<file path="src/rtl/multdiv_if.sv">
// multdiv_if: start/operand/result bundle between the execute stage and the
// iterative multiply/divide unit.
//   ctrl_MULT, ctrl_DIV            one-cycle start pulses (multiply wins if both)
//   data_operandA, data_operandB   32-bit two's complement operands
//   data_result                    product low word or quotient
//   data_exception                 overflow / divide-by-zero flag
//   data_resultRDY                 one-cycle pulse, result and exception valid
// master: the requester (pipeline / testbench); slave: the multdiv unit.
interface multdiv_if;
    logic        ctrl_MULT;
    logic        ctrl_DIV;
    logic [31:0] data_operandA;
    logic [31:0] data_operandB;
    logic [31:0] data_result;
    logic        data_exception;
    logic        data_resultRDY;

    modport master (
        output ctrl_MULT, ctrl_DIV, data_operandA, data_operandB,
        input  data_result, data_exception, data_resultRDY
    );

    modport slave (
        input  ctrl_MULT, ctrl_DIV, data_operandA, data_operandB,
        output data_result, data_exception, data_resultRDY
    );
endinterface

</file>
<file path="src/rtl/multdiv.sv">
// multdiv: iterative signed 32-bit multiply/divide unit, one shift step per cycle.
//   clock   rising-edge clock
//   reset   asynchronous, active-high
//   bus     multdiv_if.slave: start pulses, operands, result/exception/ready
// Optional feature macro MULTDIV_BOOTH_EN: radix-4 Booth multiply, 16 steps on
// signed operands. Undefined: radix-2 shift-add on magnitudes, MULT_CYCLES steps.
// Divide is restoring division on magnitudes in either build.
module multdiv #(
    parameter int MULT_CYCLES = 32,
    parameter int DIV_CYCLES  = 32
) (
    input  logic     clock,
    input  logic     reset,
    multdiv_if.slave bus
);
`ifdef MULTDIV_BOOTH_EN
    localparam int MULT_STEPS = 16;
    // Two guard bits absorb +/-2A partial products on signed operands.
    localparam int HI_W = 34;
`else
    localparam int MULT_STEPS = MULT_CYCLES;
    localparam int HI_W = 32;
`endif
    localparam logic [5:0] MULT_LAST = 6'(MULT_STEPS);
    localparam logic [5:0] DIV_LAST  = 6'(DIV_CYCLES);

    typedef enum logic [1:0] {IDLE, MULT, DIV, DONE} state_t;

    state_t                  state, state_nx;
    logic [5:0]              cnt;
    logic signed [HI_W-1:0]  hi;
    logic [31:0]             lo;
    logic [31:0]             opnd;
    logic                    neg;
    logic [31:0]             result_q;
    logic                    exc_q;
`ifdef MULTDIV_BOOTH_EN
    logic                    lo_x;
`endif

    function automatic logic [31:0] mag32(input logic signed [31:0] v);
        // |0x80000000| is 0x80000000, which is still correct as unsigned.
        return v[31] ? 32'(-v) : 32'(v);
    endfunction

    function automatic logic [63:0] apply_sign(input logic [63:0] m, input logic n);
        return n ? -m : m;
    endfunction

    function automatic logic mul_ovf(input logic [63:0] p);
        return !((&p[63:31]) || !(|p[63:31]));
    endfunction

    logic start, mult_last, div_last;
    assign start     = bus.ctrl_MULT | bus.ctrl_DIV;
    assign mult_last = (cnt == MULT_LAST);
    assign div_last  = (cnt == DIV_LAST);

    // Multiply step and final product
    logic [63:0] prod;
`ifdef MULTDIV_BOOTH_EN
    logic signed [HI_W-1:0] a_ext, pp, bsum;
    assign a_ext = signed'({{2{opnd[31]}}, opnd});
    always_comb begin
        pp = '0;
        case ({lo[1:0], lo_x})
            3'b001, 3'b010: pp = a_ext;
            3'b011:         pp = a_ext <<< 1;
            3'b100:         pp = -(a_ext <<< 1);
            3'b101, 3'b110: pp = -a_ext;
            default:        pp = '0;
        endcase
    end
    assign bsum = hi + pp;
    assign prod = {hi[31:0], lo};
`else
    logic [32:0] add_sum;
    assign add_sum = {1'b0, hi} + (lo[0] ? {1'b0, opnd} : 33'd0);
    assign prod    = apply_sign({hi, lo}, neg);
`endif

    // Divide step: remainder in hi, dividend shifting out of lo, quotient in.
    logic [32:0] div_shift, div_diff;
    logic [31:0] quot;
    logic        div_zero;
    assign div_shift = {hi[31:0], lo[31]};
    assign div_diff  = div_shift - {1'b0, opnd};
    assign quot      = neg ? -lo : lo;
    assign div_zero  = (opnd == 32'd0);

    always_ff @(posedge clock or posedge reset) begin
        if (reset) state <= IDLE;
        else       state <= state_nx;
    end

    always_comb begin
        state_nx = state;
        if (bus.ctrl_MULT)     state_nx = MULT;
        else if (bus.ctrl_DIV) state_nx = DIV;
        else begin
            case (state)
                MULT:    if (mult_last) state_nx = DONE;
                DIV:     if (div_last)  state_nx = DONE;
                DONE:    state_nx = IDLE;
                default: state_nx = IDLE;
            endcase
        end
    end

    always_ff @(posedge clock or posedge reset) begin
        if (reset) begin
            cnt      <= '0;
            hi       <= '0;
            lo       <= '0;
            opnd     <= '0;
            neg      <= 1'b0;
            result_q <= '0;
            exc_q    <= 1'b0;
`ifdef MULTDIV_BOOTH_EN
            lo_x     <= 1'b0;
`endif
        end else if (start) begin
            cnt <= '0;
            hi  <= '0;
            neg <= bus.data_operandA[31] ^ bus.data_operandB[31];
            if (bus.ctrl_MULT) begin
`ifdef MULTDIV_BOOTH_EN
                opnd <= bus.data_operandA;
                lo   <= bus.data_operandB;
                lo_x <= 1'b0;
`else
                opnd <= mag32(bus.data_operandA);
                lo   <= mag32(bus.data_operandB);
`endif
            end else begin
                opnd <= mag32(bus.data_operandB);
                lo   <= mag32(bus.data_operandA);
            end
        end else begin
            case (state)
                MULT: begin
                    if (mult_last) begin
                        result_q <= prod[31:0];
                        exc_q    <= mul_ovf(prod);
                    end else begin
                        cnt <= cnt + 6'd1;
`ifdef MULTDIV_BOOTH_EN
                        hi   <= {{2{bsum[HI_W-1]}}, bsum[HI_W-1:2]};
                        lo   <= {bsum[1:0], lo[31:2]};
                        lo_x <= lo[1];
`else
                        hi <= add_sum[32:1];
                        lo <= {add_sum[0], lo[31:1]};
`endif
                    end
                end
                DIV: begin
                    if (div_last) begin
                        // Magnitude quotient >= 2^31 with a positive sign is
                        // only reachable as 0x80000000 / -1.
                        result_q <= div_zero ? 32'd0 : quot;
                        exc_q    <= div_zero | (~neg & lo[31]);
                    end else begin
                        cnt <= cnt + 6'd1;
                        if (!div_diff[32]) begin
                            hi <= HI_W'(div_diff[31:0]);
                            lo <= {lo[30:0], 1'b1};
                        end else begin
                            hi <= HI_W'(div_shift[31:0]);
                            lo <= {lo[30:0], 1'b0};
                        end
                    end
                end
                default: ;
            endcase
        end
    end

    assign bus.data_result    = result_q;
    assign bus.data_exception = exc_q;
    assign bus.data_resultRDY = (state == DONE);
endmodule
</file>
<file path="src/flat_wrapper.sv">
// flat-port wrapper written by rule: the top's interface ports become plain ports
module multdiv_flat 
#(
    parameter int MULT_CYCLES = 32,
    parameter int DIV_CYCLES  = 32
)
  (clock, reset, bus_ctrl_MULT, bus_ctrl_DIV, bus_data_operandA, bus_data_operandB, bus_data_result, bus_data_exception, bus_data_resultRDY);
  multdiv_if bus_i ();
  input  logic clock;
  input  logic reset;
  input wire logic [$bits(bus_i.ctrl_MULT)-1:0] bus_ctrl_MULT;
  input wire logic [$bits(bus_i.ctrl_DIV)-1:0] bus_ctrl_DIV;
  input wire logic [$bits(bus_i.data_operandA)-1:0] bus_data_operandA;
  input wire logic [$bits(bus_i.data_operandB)-1:0] bus_data_operandB;
  output wire logic [$bits(bus_i.data_result)-1:0] bus_data_result;
  output wire logic [$bits(bus_i.data_exception)-1:0] bus_data_exception;
  output wire logic [$bits(bus_i.data_resultRDY)-1:0] bus_data_resultRDY;
  assign bus_i.ctrl_MULT = bus_ctrl_MULT;
  assign bus_i.ctrl_DIV = bus_ctrl_DIV;
  assign bus_i.data_operandA = bus_data_operandA;
  assign bus_i.data_operandB = bus_data_operandB;
  assign bus_data_result = bus_i.data_result;
  assign bus_data_exception = bus_i.data_exception;
  assign bus_data_resultRDY = bus_i.data_resultRDY;
  multdiv #(.MULT_CYCLES(MULT_CYCLES), .DIV_CYCLES(DIV_CYCLES)) u_core (.clock(clock), .reset(reset), .bus(bus_i));
endmodule
</file>
<file path="config.mk">
export PLATFORM = sky130hd
export DESIGN_NAME = multdiv_flat
export DESIGN_NICKNAME = d
export VERILOG_FILES = /design/src/rtl/multdiv_if.sv /design/src/rtl/multdiv.sv /design/src/flat_wrapper.sv
export SDC_FILE = /design/constraint.sdc
export NUM_CORES = 1
export LEC_CHECK = 0
export ABC_AREA = 1
export CORE_UTILIZATION = 35
export DETAILED_ROUTE_END_ITERATION = 10
export GPL_TIMING_DRIVEN = 0
export HOLD_SLACK_MARGIN = 0.05
export PLACE_DENSITY_LB_ADDON = 0.08
export SLEW_MARGIN = 10
export SYNTH_ARGS = -nofsm -noshare
export SYNTH_HDL_FRONTEND = slang
export SYNTH_SLANG_ARGS = --single-unit
</file>
<file path="constraint.sdc">
create_clock -name clock -period 4.5 [get_ports clock]
set_input_delay 0.675 -clock clock [delete_from_list [all_inputs] [get_ports clock]]
set_output_delay 0.675 -clock clock [all_outputs]
set_load 0.05 [all_outputs]
</file>
==> summary.txt, run 1 <==
Core Box Area -> 42300 µm²
H-tree depth -> 4
Post-Synth Adder-Cell Area -> 0.0621
Final worst clock skew -> 0.0106 ns
Critical Path Sink -> u_core.hi[27]
Clock Latency Late Sink -> 0.46 ns
Placement Rows -> 75
Layout cell share with drive strength beyond 1 -> 0.0385
CTS Buf Count -> 17
Max FO, Critical Path -> 10
Final Setup Violations -> 0
Xor/xnor share of the synthesized area -> 0.0613
Crit path kind -> register to register
Reg2reg end -> u_core.hi[27]
Slew @ Worst Pin -> 1.08 ns
Number of flops mapped to enable cells by yosys -> 0
F_max -> 0.261 GHz
Count of unique library cells instantiated by Yosys -> 54
Setup tns final -> 0 ns
Reg area -> 3450 µm²
RSZ-0062 raised after global routing -> false
WL final -> 68500 µm
Final Max Slew Viols -> 0
Mux cell area share after synthesis -> 0
Number of fill cells in the layout -> 4745
Post-synth top area share -> 0.228
Async S/R FF share, synth -> 1.00
Initial antenna violation count -> 0
Worst EP arrival -> 4.23 ns
TritonRoute pass-1 iters -> 6
Antenna-violating nets left -> 0
N_diodes -> 0
Vias/cell -> 5.43
Cts hold-fix bufs -> 0
Leading area contributor after synthesis -> dfrtp_1
CP Launch Type -> register
DP Cell Count -> 3198
Nature of the critical path endpoint -> register
Vias -> 17548
Wire length per cell -> 21.2 µm
YS warnings -> 0
Crit Reg-Reg Startpoint -> u_core.lo[0]
Final hold slack -> 0.510 ns
Cts repair resizes -> 0
Mapped Avg Cell Area -> 6.01 µm²
Relative slew slack -> 0.274
Peak supply drop -> 0.199 mV
Die Y -> 210 µm
Commonest non-fill, non-tap cell in the layout -> nand2_1
Most frequent cells in the layout -> nand2_1 (736), inv_1 (319), nor2_1 (269)
DP HPWL -> 56700 µm
Count of input and output buffers -> 98
Cells after Synth -> 2522
Clock sink count -> 138
Post-synthesis register bit count -> 138
Path depth of the worst reg2reg path -> 19
Io pins -> 102
Dpl cell area -> 16900 µm²
RePlAce Congestion -> 0.966
Tot Pwr -> 4940 µW
Number of global-route vias before repair -> 16954
Largest net degree at the start of global routing -> 110
Worst endpoint required time -> 4.89 ns
Final Critical Period -> 3.83 ns
R2R setup slack -> 0.67 ns
CTS root buffer -> clkbuf_16
Register area share after synthesis -> 0.228
Initial Utilization -> 0.358
Fin nets -> 2782
Total Routing Usage GR -> 0.314
Syn Std Cell Area -> 15100 µm²
Multi-input logic area -> 10100 µm²
PD cells -> 283 nW/µm²
DIE WIDTH -> 210 µm
# DRC -> 0
Period utilisation layout -> 0.852
Die area -> 44100 µm²
Synth Area in Compound Gates -> 0.174
Synth area leaders -> dfrtp_1 (23%), nand2_1 (18%), inv_1 (7.9%)
Worst-path clk slew -> 0.07 ns
Min-Delay Path Class -> register to register
Maxcap violations -> 0
Clock Tree Buf Depth -> 2
Ys flop type -> dfrtp_1
First-pass GRT wire length -> 103000 µm
Layout Area Growth over Synthesis -> 15.3%
Largest family of logic cells by synthesized area -> simple AND/OR/NAND/NOR gates
Grt total ovfl -> 0
CTS tree -> done
Final hold vios -> 0
Final Cell Area -> 17500 µm²
Status -> finished, final reports clean
CP Launch Point -> u_core.lo[0]
Post-Synth Simple-Gate Area -> 0.371
Syn Nets -> 2664
Leak -> 0.00853 µW
DR iter-0 viols -> 1661
Finished Layout Cells -> 3229
Setup bufs post-CTS -> 0
-- state kept, by name (all words and copies together), names as in the netlist --
signal and flops:
u_core.bus.data_exception 1, u_core.bus.data_result 32, u_core.cnt 6, u_core.hi 32, u_core.lo 32, u_core.neg 1
u_core.opnd 32, u_core.state 2
-- report_power, final --
part / switching, µW / total (µW) / internal (µW) / leakage [µW]
clock: 648 / 1430 / 785 / 0.000272
sequential: 209 / 1550 / 1340 / 0.00180
combinational: 1350 / 1960 / 608 / 0.00646
total: 2210 / 4940 / 2730 / 0.00853
-- critical path, cell delays in order, from the launching register on --
cell and delay [ns]:
dfrtp_1 0.32, buf_2 0.28, buf_1 0.51, nand2_1 0.10
inv_1 0.08, ha_1 0.13, inv_1 0.07, fa_1 0.40
o21ai_0 0.44, nand2_1 0.10, nand2_1 0.15, nand3_1 0.08
nand2_1 0.15, nand3b_1 0.10, nand3_1 0.19, a21oi_1 0.13
or2_2 0.29, nand3_1 0.08, nand3_1 0.10, nand2_1 0.07
-- cell usage after synthesis, types with 10 or more instances --
cell / number
a31oi_1: 11
buf_2: 14
nor3_1: 23
ha_1: 72
a21oi_1: 139
o21ai_0: 206
nand4_1: 42
nand3_1: 194
nand2_1: 736
nor4_1: 16
xor2_1: 81
nand3b_1: 15
a22oi_1: 14
o31ai_1: 12
clkbuf_1: 57
xnor2_1: 25
or2_2: 10
o211ai_1: 19
inv_1: 320
dfrtp_1: 138
o221ai_1: 10
nor2_1: 269
-- area by class of cell --
cell class              count  area share
plain buffers              82      0.0195
flip-flops and latches    138       0.198
clock inverters            13     0.00767
well taps                 577      0.0414
repair buffers             99      0.0578
clock buffers              18      0.0252
multi-input cells        1972       0.579
inverters                 330      0.0714
-- per-layer routing --
layer	part of all wire	wire [µm]	GRT usage
met1	0.45	30900	0.423
met2	0.44	30200	0.501
met3	0.073	4980	0.0556
met4	0.036	2440	0.112
met5	0	0	0
-- cells by family (layout without fill, tap and decap cells) --
family,Yosys count,count (layout)
xor gates and xnor gates,106,106
buffers and inverters,412,542
and+or+nand+nor,1331,1331
adders and majority gates,74,74
AOI/OAI and AO/OA,461,461
DFF,138,138
-- per-stage QoR --
stage                     utilization  setup WS, ns
final                           0.413         0.667
after floorplan                     -         0.129
after detailed placement        0.399         0.703
after CTS                       0.413         0.680
after global placement          0.398         -2.14
after global routing            0.413         0.333
-- worst min path at each step --
stage / cells past startpoint / endpoint / start / slack, ns
3_5_place_dp: 2 / u_core.bus.data_result[28] / u_core.bus.data_result[28] / 0.50
5_1_grt: 2 / u_core.bus.data_result[23] / u_core.bus.data_result[23] / 0.54
2_1_floorplan: 2 / u_core.opnd[2] / u_core.opnd[2] / 0.50
6_report: 2 / u_core.bus.data_result[28] / u_core.bus.data_result[28] / 0.51
3_3_place_gp: 2 / u_core.bus.data_result[27] / u_core.bus.data_result[27] / 0.49
4_1_cts: 2 / u_core.bus.data_result[28] / u_core.bus.data_result[28] / 0.51
No activity file was read; power rests on OpenSTA's default activity.
==> inputs of run 2 (changes only) <==
--- a/config.mk
+++ b/config.mk
@@ -9,7 +9,6 @@
 export CORE_UTILIZATION = 35
 export DETAILED_ROUTE_END_ITERATION = 10
 export GPL_TIMING_DRIVEN = 0
-export HOLD_SLACK_MARGIN = 0.05
 export PLACE_DENSITY_LB_ADDON = 0.08
 export SLEW_MARGIN = 10
 export SYNTH_ARGS = -nofsm -noshare
==> results of run 2 <==
Final layout, timing and power as in run 1 (identical DEF).
==> inputs of run 3 (changes only) <==
--- a/config.mk
+++ b/config.mk
@@ -7,10 +7,11 @@
 export LEC_CHECK = 0
 export ABC_AREA = 1
 export CORE_UTILIZATION = 35
+export CTS_CLUSTER_DIAMETER = 100
 export DETAILED_ROUTE_END_ITERATION = 10
 export GPL_TIMING_DRIVEN = 0
 export PLACE_DENSITY_LB_ADDON = 0.08
-export SLEW_MARGIN = 10
+export SLEW_MARGIN = 20
 export SYNTH_ARGS = -nofsm -noshare
 export SYNTH_HDL_FRONTEND = slang
 export SYNTH_SLANG_ARGS = --single-unit
==> summary.txt, run 3 (synthesis gave the netlist of run 1 again) <==
Nature of the critical path endpoint -> register (unchanged)
Worst EP arrival -> 4.17 ns (was 4.23 ns)
Largest net degree at the start of global routing -> 75 (was 110)
Final hold vios -> 0 (unchanged)
Hold path depth -> 2 (unchanged)
CTS tree -> done (unchanged)
Final Critical Period -> 3.82 ns (was 3.83 ns)
RSZ-0062 raised after global routing -> false (unchanged)
Cts repair resizes -> 0 (unchanged)
H-tree depth -> 4 (unchanged)
Placement Rows -> 75 (unchanged)
Initial Utilization -> 0.358 (unchanged)
WL final -> 68500 µm (about the same)
DP HPWL -> 56800 µm (was 56700 µm)
Dpl cell area -> 16900 µm² (unchanged)
Clock sink count -> 138 (unchanged)
Critical path's most frequent cell -> nand2_1 (unchanged)
CTS root buffer -> clkbuf_16 (unchanged)
Peak supply drop -> 0.210 mV (was 0.199 mV)
CP Launch Type -> register (unchanged)
Final worst clock skew -> 0.0139 ns (was 0.0106 ns)
Wire length per cell -> 21.2 µm (about the same)
Hold path endpoint -> u_core.bus.data_result[28] (unchanged)
Setup bufs post-CTS -> 0 (unchanged)
Tot Pwr -> 4940 µW (about the same)
N_diodes -> 0 (unchanged)
Most frequent cells in the layout -> nand2_1 (736), inv_1 (319), nor2_1 (269) (unchanged)
Crit path kind -> register to register (unchanged)
Fin nets -> 2782 (unchanged)
Final Max Slew Viols -> 0 (unchanged)
Slew @ Worst Pin -> 1.11 ns (was 1.08 ns)
Final Setup Violations -> 0 (unchanged)
Final hold slack -> 0.512 ns (was 0.510 ns)
Vias/cell -> 5.48 (was 5.43)
Setup tns final -> 0 ns (unchanged)
Path depth of the worst reg2reg path -> 21 (was 19)
Worst setup margin -> 0.676 ns (was 0.667 ns)
Min-delay src -> u_core.bus.data_result[28] (unchanged)
Commonest non-fill, non-tap cell in the layout -> nand2_1 (unchanged)
Total Routing Usage GR -> 0.314 (about the same)
Slowest-stage cell, CP -> buf_1 (unchanged)
PD cells -> 283 nW/µm² (about the same)
Final Cell Area -> 17500 µm² (unchanged)
Relative slew slack -> 0.255 (was 0.274)
F_max -> 0.261 GHz (about the same)
CTS Buf Count -> 17 (unchanged)
R2R setup slack -> 0.68 ns (was 0.67 ns)
Dpl ws -> 0.717 ns (was 0.703 ns)
Layout Area Growth over Synthesis -> 15.3% (unchanged)
Min-Delay Path Class -> register to register (unchanged)
Worst-path clk slew -> 0.07 ns (about the same)
Crit Reg-Reg Startpoint -> u_core.lo[0] (unchanged)
Cts hold-fix bufs -> 0 (unchanged)
Worst-path cell chain -> buf_2, buf_1, nand2_1, inv_1, ha_1, inv_1, fa_1, o21ai_0, nand2_1, nand2_1, a21oi_1, inv_1, nand2_1, nand2_1, nand2_1, nand2_1, nand2_1, nand3_1, nand3_1, nand3_1, nand2_1 (was buf_2, buf_1, nand2_1, inv_1, ha_1, inv_1, fa_1, o21ai_0, nand2_1, nand2_1, nand3_1, nand2_1, nand3b_1, nand3_1, a21oi_1, or2_2, nand3_1, nand3_1, nand2_1)
DIE WIDTH -> 210 µm (unchanged)
Count of input and output buffers -> 98 (unchanged)
Number of global-route vias before repair -> 16932 (was 16954)
Antenna-violating nets left -> 0 (unchanged)
DR iter-0 viols -> 1657 (was 1661)
Worst stage delay on the critical path -> 0.48 ns (was 0.51 ns)
# DRC -> 0 (unchanged)
Io pins -> 102 (unchanged)
Clock Tree Buf Depth -> 2 (unchanged)
Clock Latency Late Sink -> 0.46 ns (about the same)
Die area -> 44100 µm² (unchanged)
Reg2reg end -> u_core.hi[21] (was u_core.hi[27])
RePlAce Congestion -> 0.966 (unchanged)
Core Box Area -> 42300 µm² (unchanged)
Die Y -> 210 µm (unchanged)
First-pass GRT wire length -> 103000 µm (about the same)
Grt total ovfl -> 0 (unchanged)
TritonRoute pass-1 iters -> 5 (was 6)
Leak -> 0.00853 µW (unchanged)
Status -> finished, final reports clean (unchanged)
Vias -> 17690 (was 17548)
Initial antenna violation count -> 0 (unchanged)
Worst endpoint required time -> 4.85 ns (was 4.89 ns)
Max FO, Critical Path -> 10 (unchanged)
Maxcap violations -> 0 (unchanged)
Layout cell share with drive strength beyond 1 -> 0.0385 (unchanged)
Period utilisation layout -> 0.850 (was 0.852)
-- run 3: cell counts in the layout (fill, tap and decap cells not counted) --
No cell type changed its count.
-- run 3: layer usage --
metal	share of wire	track usage	vias up
met5	0	0	-
met4	0.037	0.120	0
met3	0.071	0.0440	117
met2	0.44	0.501	754
met1	0.45	0.429	8335
li1	-	-	8484
-- run 3: final cells by class --
type,instances,area [µm²]
Fill cell,4743,24900
Multi-Input combinational cell,1972,10100
Sequential cell,138,3450
Inverter,330,1250
Timing Repair Buffer,99,1010
Tap cell,577,722
Clock buffer,18,439
Buffer,82,340
Clock inverter,13,134
-- run 3: critical path, delay by kind of cell, from the launching register on --
family	cells	cell delay, ns
adder cells (fa/ha/maj)	2	0.53
flip-flops	1	0.32
AND/OR/NAND/NOR	12	1.28
AO/OA/AOI/OAI	2	0.55
buffers and inverters	5	1.02
-- run 3: stage by stage --
| step | util | std cells |
|---|---|---|
| 2_1_floorplan | - | 2522 |
| 3_3_place_gp | 0.398 | 3197 |
| 3_5_place_dp | 0.399 | 3198 |
| 4_1_cts | 0.413 | 3229 |
| 5_1_grt | 0.413 | 3229 |
| 6_report | 0.413 | 3229 |
-- run 3: worst max-delay path by stage --
stage / start / endpoint / slack [ns] / depth (start not counted)
final: u_core.lo[0] / u_core.hi[21] / 0.68 / 21
after global routing: u_core.lo[0] / u_core.hi[27] / 0.36 / 19
after CTS: u_core.lo[0] / u_core.hi[27] / 0.69 / 19
after detailed placement: u_core.lo[0] / u_core.hi[27] / 0.72 / 19
after global placement: reset / u_core.hi[29] / -2.14 / 2
after floorplan: reset / u_core.bus.data_exception / 0.13 / 1
-- run 3: power by group --
part           total, µW  internal [µW]  switching (µW)
Sequential          1550           1340             210
Clock               1430            785             643
Combinational       1960            608            1350
Total               4940           2730            2200
